<file path="config.mk">
export PLATFORM = sky130hd
export DESIGN_NAME = ddr_app_arbiter
export DESIGN_NICKNAME = d
export VERILOG_FILES = /design/src/rtl/ddr_app_arbiter.sv
export SDC_FILE = /design/constraint.sdc
export NUM_CORES = 1
export LEC_CHECK = 0
export CAP_MARGIN = 30
export CORE_AREA = 3 3 178 180
export CTS_CLUSTER_SIZE = 20
export DETAILED_ROUTE_END_ITERATION = 12
export DIE_AREA = 0 0 181 183
export GPL_ROUTABILITY_DRIVEN = 0
export SLEW_MARGIN = 25
export SYNTH_ARGS = -nofsm -noshare
export SYNTH_HDL_FRONTEND = slang
export SYNTH_SLANG_ARGS = --single-unit
</file>
<file path="constraint.sdc">
create_clock -name clk -period 3.4 [get_ports clk]
set_input_delay 0.34 -clock clk [delete_from_list [all_inputs] [get_ports clk]]
set_output_delay 0.34 -clock clk [all_outputs]
set_load 0.01 [all_outputs]
</file>
<file path="src/rtl/ddr_app_arbiter.sv">
// Round-robin arbiter muxing N_REQ single-beat requesters onto one DDR4 app_* port; reads are routed back in order via a tag FIFO.
// Latency: accept at T -> app_en at T+1, one command per 2 cycles peak; no response backpressure.
module ddr_app_arbiter #(
  parameter int N_REQ          = 2,
  parameter int APP_ADDR_WIDTH = 32,
  parameter int APP_DATA_WIDTH = 64,
  parameter int APP_MASK_WIDTH = APP_DATA_WIDTH / 8,
  parameter int TAG_DEPTH      = 16
) (
  input  logic                               clk,
  input  logic                               rst,
  input  logic                               init_calib_complete,
  input  logic [N_REQ-1:0]                   req_valid,
  output logic [N_REQ-1:0]                   req_ready,
  input  logic [N_REQ-1:0]                   req_rd,
  input  logic [N_REQ*APP_ADDR_WIDTH-1:0]    req_addr,
  input  logic [N_REQ*APP_DATA_WIDTH-1:0]    req_wdata,
  input  logic [N_REQ*APP_MASK_WIDTH-1:0]    req_mask,
  output logic [N_REQ-1:0]                   rsp_valid,
  output logic [APP_DATA_WIDTH-1:0]          rsp_data,
  output logic [APP_ADDR_WIDTH-1:0]          app_addr,
  output logic [2:0]                         app_cmd,
  output logic                               app_en,
  input  logic                               app_rdy,
  output logic [APP_DATA_WIDTH-1:0]          app_wdf_data,
  output logic [APP_MASK_WIDTH-1:0]          app_wdf_mask,
  output logic                               app_wdf_wren,
  output logic                               app_wdf_end,
  input  logic                               app_wdf_rdy,
  input  logic [APP_DATA_WIDTH-1:0]          app_rd_data,
  input  logic                               app_rd_data_valid,
  output logic                               busy,
  output logic                               err_underflow
);

  localparam int IDW = (N_REQ > 1) ? $clog2(N_REQ) : 1;
  localparam int PW  = (TAG_DEPTH > 1) ? $clog2(TAG_DEPTH) : 1;

  typedef enum logic {S_IDLE, S_ISSUE} state_t;

  state_t                    r_state, w_state_nxt;
  logic [IDW-1:0]            r_rr_last, r_id;
  logic                      r_rd, r_cmd_pend, r_wdat_pend;
  logic [APP_ADDR_WIDTH-1:0] r_addr;
  logic [APP_DATA_WIDTH-1:0] r_wdata, r_rsp_data;
  logic [APP_MASK_WIDTH-1:0] r_mask;
  logic [N_REQ-1:0]          r_rsp_valid;
  logic                      r_err;

  logic [IDW-1:0]            r_tag_mem [TAG_DEPTH];
  logic [PW-1:0]             r_wptr, r_rptr;
  logic [PW:0]               r_count;

  logic [N_REQ-1:0]          w_elig;
  logic                      w_found;
  logic [IDW-1:0]            w_gnt_id, w_idx;
  logic                      w_cmd_take, w_wdat_take, w_push, w_pop, w_full, w_empty;

  assign w_full      = (r_count == (PW+1)'(TAG_DEPTH));
  assign w_empty     = (r_count == '0);
  assign w_cmd_take  = r_cmd_pend && app_rdy;
  assign w_wdat_take = r_wdat_pend && app_wdf_rdy;
  assign w_push      = w_cmd_take && r_rd;
  assign w_pop       = app_rd_data_valid && !w_empty;

  // Reads stall only on a full tag FIFO; writes never do.
  always_comb begin
    w_elig = '0;
    for (int i = 0; i < N_REQ; i++)
      w_elig[i] = req_valid[i] && (!req_rd[i] || !w_full);
  end

  always_comb begin
    w_found  = 1'b0;
    w_gnt_id = '0;
    w_idx    = '0;
    if (r_state == S_IDLE && init_calib_complete && !rst) begin
      for (int k = 1; k <= N_REQ; k++) begin
        w_idx = IDW'((int'(r_rr_last) + k) % N_REQ);
        if (!w_found && w_elig[w_idx]) begin
          w_found  = 1'b1;
          w_gnt_id = w_idx;
        end
      end
    end
  end

  always_ff @(posedge clk) begin
    if (rst) r_state <= S_IDLE;
    else     r_state <= w_state_nxt;
  end

  always_comb begin
    w_state_nxt = r_state;
    case (r_state)
      S_IDLE:  if (w_found) w_state_nxt = S_ISSUE;
      S_ISSUE: if ((!r_cmd_pend || app_rdy) && (!r_wdat_pend || app_wdf_rdy))
                 w_state_nxt = S_IDLE;
      default: w_state_nxt = S_IDLE;
    endcase
  end

  always_ff @(posedge clk) begin
    if (rst) begin
      r_rr_last   <= IDW'(N_REQ - 1);
      r_id        <= '0;
      r_rd        <= 1'b0;
      r_addr      <= '0;
      r_wdata     <= '0;
      r_mask      <= '0;
      r_cmd_pend  <= 1'b0;
      r_wdat_pend <= 1'b0;
    end else if (w_found) begin
      r_rr_last   <= w_gnt_id;
      r_id        <= w_gnt_id;
      r_rd        <= req_rd[w_gnt_id];
      r_addr      <= req_addr[int'(w_gnt_id)*APP_ADDR_WIDTH +: APP_ADDR_WIDTH];
      r_wdata     <= req_wdata[int'(w_gnt_id)*APP_DATA_WIDTH +: APP_DATA_WIDTH];
      r_mask      <= req_mask[int'(w_gnt_id)*APP_MASK_WIDTH +: APP_MASK_WIDTH];
      r_cmd_pend  <= 1'b1;
      r_wdat_pend <= !req_rd[w_gnt_id];
    end else begin
      if (w_cmd_take)  r_cmd_pend  <= 1'b0;
      if (w_wdat_take) r_wdat_pend <= 1'b0;
    end
  end

  // Tag storage needs no reset; the pointers and count define validity.
  always_ff @(posedge clk) begin
    if (w_push) r_tag_mem[r_wptr] <= r_id;
  end

  always_ff @(posedge clk) begin
    if (rst) begin
      r_wptr      <= '0;
      r_rptr      <= '0;
      r_count     <= '0;
      r_rsp_valid <= '0;
      r_rsp_data  <= '0;
      r_err       <= 1'b0;
    end else begin
      if (w_push) r_wptr <= r_wptr + 1'b1;
      if (w_pop)  r_rptr <= r_rptr + 1'b1;
      case ({w_push, w_pop})
        2'b10:   r_count <= r_count + 1'b1;
        2'b01:   r_count <= r_count - 1'b1;
        default: r_count <= r_count;
      endcase
      r_rsp_valid <= w_pop ? (N_REQ'(1) << r_tag_mem[r_rptr]) : '0;
      if (w_pop) r_rsp_data <= app_rd_data;
      if (app_rd_data_valid && w_empty) r_err <= 1'b1;
    end
  end

  assign req_ready     = w_found ? (N_REQ'(1) << w_gnt_id) : '0;
  assign app_en        = r_cmd_pend;
  assign app_wdf_wren  = r_wdat_pend;
  assign app_wdf_end   = r_wdat_pend;
  assign app_cmd       = {2'b00, r_rd};
  assign app_addr      = r_addr;
  assign app_wdf_data  = r_wdata;
  assign app_wdf_mask  = r_mask;
  assign rsp_valid     = r_rsp_valid;
  assign rsp_data      = r_rsp_data;
  assign busy          = (r_state == S_ISSUE) || !w_empty;
  assign err_underflow = r_err;

endmodule

</file>
After elaboration in Yosys (flattened, before gate mapping). Memory sizes are Yosys's and may differ from the RTL's. A register that Yosys moved wholly into a read port is not among the register bits. Index checks and enable logic that the tools add are counted.

Register bits after elaboration: 190. Bits in writable memories: 16. Input port bits: 282. Output and inout port bits: 180. Word-level logic and storage cells: 91. Memories kept: 1.

Memories: r_tag_mem (depth 16, bits a word 1, rd ports 1, clocked after memory_dff 1, wr ports 1, RTL line 50) `logic [IDW-1:0] r_tag_mem [TAG_DEPTH];`.

$add $sub $neg: 6. Magnitude comparators: 3. Eq/ne operators: 3. Shifts and indexed selects: 5. Multiplexer cells: 26. Bitwise gates (word level): 2. Reduce and logical (&&, ||, !) cells: 30.

Operator list (number): 128-bit by 8-bit indexed part select with 64-bit output (1); 64-bit by 7-bit indexed part select with 32-bit output (1); 1-bit two-way mux (21); 16-bit by 5-bit indexed part select with 8-bit output (1); 1-bit logical AND (11); 5-bit one-hot mux with 2 select lines (1); 1-bit zero test (9); 4-bit by 1-bit adder with 4-bit output (second input constant) (2); 4-bit two-way mux (2); 1-bit by 2-bit less-than comparator with 1-bit output (second input constant) (3); 2-bit nonzero test (3); 5-bit by 1-bit adder with 5-bit output (second input constant) (1); 5-bit == test (second input constant) (1); 5-bit zero test (1); 1-bit logical OR (5); 5-bit by 1-bit subtractor with 5-bit output (second input constant) (1); 1-bit by 1-bit << shifter with 2-bit output (first input constant) (2); 1-bit adder (second input constant) (2); 2-bit by 1-bit == test with 1-bit output (second input constant) (1); 2-bit == test (second input constant) (1); 2-bit two-way mux (1); 1-bit NOT (2); 1-bit one-hot mux with 2 select lines (1); 2-bit OR reduction (1).

Depth between registers and ports, before layout. Gate-level depths: netlist of run 1.

Depth after elaboration: 16. Gate-level depth with buffers: 13. Mapped depth without buffers: 11.

Worst setup path after synthesis of run 1. No wires, ideal clock.

Path kind: register to register. Start point: register r_count[1]. End point: register r_count[4]. Library setup time: 121 ps. Data arrival time: 3013 ps. Required time: 3279 ps. Slack: 266 ps. Cell stages (with the launch flop): 14. Path buffers: 2. Period minus slack after synthesis: 3134 ps. Path through: dfxtp_1 > buf_2 > or4_1 > o21ai_2 > inv_2 > clkbuf_1 > ha_1 > xor2_1 > ha_1 > o21ai_0 > nand2b_1 > a31oi_1 > mux2i_1 > mux2_2.

Cells in the longest elaborated chain, start to end: 5. Elaborated cells on any way between the ends: 9. Those cells by class: add/sub (2); eq/ne (2); mux (1); reduce/logical (4).

Ends and longest elaborated chain: start: declaration (RTL line 52) `logic [PW:0] r_count;`; start signal: assignment (RTL line 145) `2'b10: r_count <= r_count + 1'b1;`; start signal: assignment (RTL line 146) `2'b01: r_count <= r_count - 1'b1;`; start signal: assignment (RTL line 147) `default: r_count <= r_count;`; 5-bit zero test * (RTL line 60) `assign w_empty = (r_count == '0);`; 1-bit zero test * (RTL line 64) `assign w_pop = app_rd_data_valid && !w_empty;`; 1-bit logical AND * (RTL line 64); named net w_pop (RTL line 57) `logic w_cmd_take, w_wdat_take, w_push, w_pop, w_full, w_empty;`; 2-bit by 1-bit == test with 1-bit output / 2-bit == test (equally long branches) (RTL line 144) `case ({w_push, w_pop})`; 5-bit one-hot mux with 2 select lines / 2-bit nonzero test (equally long branches).

The timed path passes the listed nets; every way through them passes the cells marked *. A chain may end at the register's enable or synchronous reset.

Worst setup path in the final report of run 1.
Start point: register r_count[0]. End point: register r_count[4].

Cells in the longest elaborated chain, start to end: 5. Elaborated cells on any way between the ends: 9. Those cells by class: add/sub (2); eq/ne (2); mux (1); reduce/logical (4).

Ends and longest elaborated chain: parallel branches: the longest is 5 deep, another holds 5-bit by 1-bit subtractor with 5-bit output.

Parallel ways; which one is timed is not known.

==> results.cfg, run 1 <==
[floorplan]
initial_core_util = 0.264
rows = 64
ioPinCount = 462
die_h_um = 183
coreArea_um2 = 30300
dieArea_um2 = 33100
die_w_um = 181

[route]
drc = 0
dr.first_iter.drc_count = 467
num_vias = 7897
vias_per_cell = 4.47
routedWlPerCell_um = 16.5
wl_um = 29100
ant_nets = 0
firstDrtPassIters = 5

[synthesis]
ys_async_sr_fraction = 0
synth-edff-count = 16
netlist_area_um2 = 8000
ys_warn_count = 0
netlist.area_leader.share = 0.485
syn_avg_cell_area_um2 = 8.69
synth_cell_types = 44
synthCells = 921
ys_top_cells_by_area = dfxtp_1 49%, nand2_1 16%, a22oi_1 9.8%
synth_flop_cell = dfxtp_1
synth_top_area_cell = dfxtp_1
synth-seq-area-share = 0.546
synth_seq_cells = 210

[timing]
hold_viol_final = 0
tightest_slew_ns = 0.870
slew_headroom = 0.420
hold_ws_ns = 0.312
report.final.slew_viol_count = 0
max_freq_mhz = 347
final.period_utilization = 0.849
rsz0062_at_grt = no
finalCriticalPeriod_ns = 2.89
fin_skew_ns = 0.0102
finalSetupViolCount = 0
tns_ns = 0

[final_layout]
syn_to_final_growth_pct = 71.8
final_nets = 1640
nFillCells = 2945
diodes = 0
drive_gt1_frac = 0.0489
final_cells = 1766

[setup_path]
r2r_slack_ns = 0.51
start_kind = flop
critical_path_class = reg2reg
arrival_ns = 3.29
r2r_end = r_count[4]
r2r-start = r_count[0]
end_kind = flop
required_ns = 3.81
r2r_cells = 11
critPathMaxFanout = 9

[cts]
cts_tree = yes
clk_pin_slew_ns = 0.06
htreeDepth = 1
cts_buffers = 26
insertion_delay_ns = 0.52
cts_root_buf = clkbuf_16
cts_max_path_buffers = 3
post-cts-setup-buffer-count = 0
cts.repair.resized = 0
holdBufCountCts = 0
cts_sinks = 210

[placed_design]
place_hpwl_um = 21300
port_buffers = 459
dp.cells = 1718

[grt]
grt.overflow.total = 0
grt.total_usage = 0.162
grt_pass1_wl_um = 43300
grt_max_degree = 107
antenna_found_initial = 0
grt_pass1_vias = 7536

[worst_hold_path]
holdCritStartpoint = rst
holdPathStages = 3
holdPathEnd = err_underflow
hp-class = in2reg

[flow_run]
cap_violations = 0

[pwr]
p_leak_nw = 5.32
power.density_nw_per_um2 = 546
vdd_drop_max_uv = 423
p_total_w = 0.00751

[run_status]
status = complete, no violations
per-layer routing:
layer	wire length (um)	vias up	track usage	part of all wire
met4	842	0	0.0500	0.029
li1	-	3953	-	-
met2	14800	245	0.287	0.51
met3	1970	54	0.0428	0.068
met5	0	-	0	0
met1	11500	3645	0.194	0.39
layout make-up:
type	instances	area, um2	share of cell area
clock buffers	43	846	0.0615
clock inverters	5	27.5	0.00200
repair buffers	470	4700	0.342
flip-flops and latches	210	4360	0.318
inverters	7	26.3	0.00191
multi-input cells	635	3280	0.239
well taps	396	495	0.0361
synthesized netlist by cell type, types with 5 or more instances:
cell type / number
a21oi_1: 71
a22oi_1: 104
a31oi_1: 6
buf_2: 23
buf_4: 6
buf_6: 6
clkbuf_1: 34
dfxtp_1: 194
edfxtp_1: 16
ha_1: 8
inv_1: 6
nand2_1: 351
nand2b_1: 5
nor2_1: 30
nor3_1: 7
o21ai_0: 5
xor2_1: 7
registers in the layout (all words and copies together) (netlist names), 2 cells and up, named ones only:
register	count
r_count	5
app_addr	32
app_wdf_data	64
rsp_data	64
app_wdf_mask	8
r_rptr	4
r_tag_mem	16
r_wptr	4
rsp_valid	2
report_power, final:
group	switching [W]	leakage, nW	internal [W]	total [W]
clock	0.00106	0.434	0.00168	0.00274
combinational	0.000852	3.15	0.000989	0.00184
sequential	0.000151	1.74	0.00277	0.00292
metrics by stage:
step / setup slack, ns / utilization / cell area (um2)
global placement: 0.543 / 0.424 / 12900
floorplan: 0.266 / - / 8000
global route: 0.290 / 0.453 / 13700
finish: 0.515 / 0.453 / 13700
detailed placement: 0.492 / 0.424 / 12900
CTS: 0.495 / 0.453 / 13700
placed cells by master (no fill, tap or decap), types with 5 or more instances in the layout:
cell,count
clkdlybuf4s50_1,458
a31oi_1,6
clkbuf_16,27
clkbuf_8,11
nand2_1,351
nor2_1,30
clkbuf_1,5
edfxtp_1,16
inv_1,6
ha_1,8
o21ai_0,5
xor2_1,7
a21oi_1,71
buf_4,8
nand2b_1,5
nor3_1,7
dfxtp_1,194
a22oi_1,104
worst max-delay path, stage by stage (launching register included):
cell	delay, ns
dfxtp_1	0.30
or4_1	0.58
o21ai_4	0.17
inv_2	0.05
ha_1	0.27
xor2_1	0.18
ha_1	0.22
o21ai_0	0.15
nand2b_1	0.08
a31oi_1	0.21
mux2i_1	0.22
mux2_2	0.35
cells by family after synthesis:
kind of cell    count (synthesis)  synth area share
buf+inv                        77            0.0482
simple gates                  412             0.207
mux                             9            0.0177
flops                         210             0.546
fa+ha+maj                       8            0.0125
other cells                     1          0.000469
compound gates                195             0.159
xor+xnor                        9           0.00985
how the worst max path moves through the flow:
stage	slack [ns]	depth (start not counted)	from	to
2_1_floorplan	0.27	13	r_count[1]	r_count[4]
3_3_place_gp	0.54	11	app_rdy	r_count[4]
3_5_place_dp	0.49	11	app_rdy	r_count[4]
4_1_cts	0.50	11	r_count[0]	r_count[4]
5_1_grt	0.29	11	r_count[0]	r_count[4]
6_report	0.51	11	r_count[0]	r_count[4]
Power figures use the tool's default switching activity.
==> run 2, diff against run 1 <==
clock period = 2.9 ns   (was 3.4 ns; I/O delays follow)
==> run 2 against run 1 <==
Core utilization is essentially flat. Sequential share of layout area is essentially flat. Largest cell class unchanged. Cell count grew 0.40%. Die area is the same. Worst hold slack lost 0.049 ns. Final area is essentially flat. Worst setup slack lost 0.33 ns. Critical path depth shrank 6. Wire length grew 1.5%.
==> results.cfg, run 2 (synthesis gave the netlist of run 1 again) <==
[final_layout]
layout_commonest_cell = clkdlybuf4s50_1
drive_gt1_frac = 0.0516
mostFrequentLayoutCells = 458 x clkdlybuf4s50_1, 351 x nand2_1, 194 x dfxtp_1
fin_area_um2 = 13800
final_nets = 1646
syn_to_final_growth_pct = 71.9
fin_util = 0.453

[cts]
cts.repair.resized = 0
clk_pin_slew_ns = 0.06
cts_buffers = 26
holdBufCountCts = 0
cts_max_path_buffers = 3
post-cts-setup-buffer-count = 0
cts_sinks = 210
cts_root_buf = clkbuf_16
insertion_delay_ns = 0.52
cts_tree = yes
htreeDepth = 1

[pwr]
power.internal_w = 0.00624
p_clk_frac = 0.350
p_leak_nw = 5.32
pwr-share-seq = 0.395
combinationalPowerShare = 0.254
power.density_nw_per_um2 = 630
power_switching_w = 0.00243
vdd_drop_max_uv = 465
p_sw_frac = 0.280

[timing]
finalSetupViolCount = 0
tns_ns = 0
rsz0062_at_grt = no
hold_viol_final = 0
slew_headroom = 0.444
report.final.slew_viol_count = 0
tightest_slew_ns = 0.834
fin_skew_ns = 0.00791
finalCriticalPeriod_ns = 2.72
max_freq_mhz = 368
final.period_utilization = 0.938

[grt]
grt_max_degree = 107
grt.total_usage = 0.166
grt_pass1_vias = 7713
grt_pass1_wl_um = 44300
antenna_found_initial = 1
grt.overflow.total = 0

[floorplan]
ioPinCount = 462
rows = 64
die_h_um = 183
coreArea_um2 = 30300
die_w_um = 181
dieArea_um2 = 33100
initial_core_util = 0.264

[setup_path]
critical_path_class = reg2out
r2r_end = r_count[4]
r2r_slack_ns = 0.20
crit_start = r_count[0]
critPathCapture = req_ready[1]
critPathMaxFanout = 5
max_stage_delay_ns = 0.65
arrival_ns = 2.43
worstPathCellList = buf_4 > nor4_4 > a31oi_1 > nor2b_4 > clkdlybuf4s50_1
required_ns = 2.61
cp_slowest_cell = clkdlybuf4s50_1
start_kind = flop
end_kind = output port
r2r_cells = 10
r2r-start = r_count[0]

[flow_run]
cap_violations = 0

[worst_hold_path]
hp-class = in2reg
holdPathStages = 3

[placed_design]
port_buffers = 459
placed_area_um2 = 12900
place_hpwl_um = 21800

[route]
ant_nets = 0
vias_per_cell = 4.50
num_vias = 7984
firstDrtPassIters = 5
dr.first_iter.drc_count = 378
routedWlPerCell_um = 16.7
wl_um = 29600
drc = 0

[run_status]
status = complete, no violations
[run 2: cell types whose count changed in the layout (fill, tap and decap cells not counted), sizes merged]
| cell | delta |
|---|---|
| buf | +6 |
| clkbuf | -6 |
| clkinv | +5 |
| diode | +2 |
[run 2: how the worst min path moves through the flow]
stage                          start               end  slack [ns]
finish                           rst         r_wptr[2]        0.26
global route                     rst         r_wptr[2]        0.27
CTS                              rst         r_wptr[2]        0.25
detailed placement  app_wdf_data[27]  app_wdf_data[27]        0.43
global placement         app_addr[9]       app_addr[9]        0.42
floorplan               req_addr[63]      app_addr[31]        0.42
[run 2: final cells by class]
class / instances / area, um2
Fill cell: 2977 / 16600
Sequential cell: 210 / 4360
Clock inverter: 10 / 48.8
Multi-Input combinational cell: 635 / 3300
Timing Repair Buffer: 476 / 4760
Tap cell: 396 / 495
Clock buffer: 37 / 753
Inverter: 7 / 26.3
Antenna cell: 2 / 5.00
[run 2: metal layers]
layer,track usage,wire length [um],share of wire
met1,0.202,12000,0.41
met2,0.283,14400,0.49
met3,0.0436,2020,0.068
met4,0.0640,1100,0.037
met5,0,0,0
[run 2: metrics by stage]
stage                     power [W]  worst slack [ns]  std cells  hold WS, ns
after floorplan             0.00445            0.0119        922        0.419
after global placement      0.00570             0.255       1724        0.423
after detailed placement    0.00572             0.213       1724        0.429
after CTS                   0.00881             0.119       1771        0.248
after global routing        0.00913            0.0504       1772        0.271
final                       0.00867             0.180       1773        0.264
[run 2: worst max-delay path: cells and delay by family, from the launching register on]
family,cells,cell delay (ns)
AO/OA/AOI/OAI,1,0.21
buffers and inverters,2,0.81
flip-flops,1,0.31
AND/OR/NAND/NOR,2,0.59
[run 2: power by group through the flow]
| stage | sequential, W | combinational, W | clock (W) |
|---|---|---|---|
| finish | 0.00343 | 0.00220 | 0.00304 |
| global route | 0.00348 | 0.00240 | 0.00326 |
| CTS | 0.00343 | 0.00224 | 0.00314 |
| detailed placement | 0.00349 | 0.00223 | 0 |
| global placement | 0.00348 | 0.00222 | 0 |
| floorplan | 0.00363 | 0.000823 | 0 |
==> edit, RTL diff (config.mk and constraints of run 1) <==
Change the parameter `APP_DATA_WIDTH` from 64 to 32.
--- a/src/rtl/ddr_app_arbiter.sv
+++ b/src/rtl/ddr_app_arbiter.sv
@@ -4,5 +4,5 @@
   parameter int N_REQ          = 2,
   parameter int APP_ADDR_WIDTH = 32,
-  parameter int APP_DATA_WIDTH = 64,
+  parameter int APP_DATA_WIDTH = 32,
   parameter int APP_MASK_WIDTH = APP_DATA_WIDTH / 8,
   parameter int TAG_DEPTH      = 16
Interface: changed (6 resized); port bits go from 462 to 290. The function was not compared with the original's and may differ.
==> edit against run 1 <==
Routed wire length is 28% lower; worst hold slack better by 0.096 ns; critical path type unchanged; cell area is 29% lower; setup slack worse by 0.12 ns; final cell count is 29% lower; sequential cell count is 68 lower; power is 40% lower; area after synthesis is 25% lower.
==> edit: results (changes against run 1) <==
- Worst-Skew Late Latency: 0.44 ns (-0.08 ns)
- Dpl ws: 0.416 ns (-0.0764 ns)
- P_comb: 683 µW (-63%)
- DR pass1 iterations: 4 (-1)
- Synthesized cell area: 0.00600 mm² (-25%)
- Initial antenna violation count: 3 (+3)
- Port bufs: 287 (-37%)
- Final Skew: 0.0140 ns (+0.00376 ns)
- Most instantiated cells after synthesis: dfxtp_1 (126), nand2_1 (78), a221o_1 (69), nor4b_1 (69), a21oi_1 (41)
- DRT iter0 DRCs: 218 (-53%)
- Share of layout cells above drive strength 1: 6.70% (+1.8 points)
- Syn Inst Count: 585 (-36%)
- Pleak: 3.34 nW (-37%)
- Layout fillers: 3,090 (+4.9%)
- Sequential share of cell area: 30.6% (-1.1 points)
- WHS Path Cells: 2 (-1)
- Detailed-route vias per instance: 4.56 (+2.0%)
- Mux cell area share after synthesis: 2.04% (+0.28 points)
- Yosys reg bits: 142 (-32%)
- Relative slew slack: 37.1% (-4.9 points)
- DP Wirelength: 14,300 µm (-33%)
- Sw Share: 26.3% (-1.2 points)
- Status: complete, no violations
- Multi-input comb cells: 372 (-41%)
- Multi-input logic area: 0.00270 mm² (-18%)
- Sequential element share of the synthesized area: 50.1% (-4.5 points)
- DP Area: 0.00919 mm² (-29%)
- # H-tree levels: 4 (+3)
- CTS max path bufs: 2 (-1)
- Signal buffers: 298 (-37%)
- Final hold slack: 0.409 ns (+0.0963 ns)
- WL final: 21,100 µm (-28%)
==> edit: cell count changes after synthesis, sizes merged, moves of 6 or more <==
cell / before / now
a21oi: 71 / 41
a221o: 0 / 69
a22oi: 104 / 1
buf: 36 / 30
dfxtp: 194 / 126
nand2: 351 / 78
nor4b: 0 / 69
==> edit: metal layers <==
| metal | track usage (%) | up-vias | wire, µm |
|---|---|---|---|
| li1 | - | 2730 | - |
| met1 | 14.5 | 2669 | 8800 |
| met2 | 19.8 | 255 | 9670 |
| met3 | 5.79 | 37 | 2110 |
| met4 | 4.72 | 4 | 516 |
| met5 | 0 | - | 27 |
==> edit: logic make-up (layout without fill, tap and decap cells) <==
logic type,after synthesis,in the layout
other cells,1,3
fa+ha+maj,8,8
xor+xnor,8,8
flops,142,142
mux,6,6
compound gates,134,134
buf+inv,72,337
simple gates,214,214
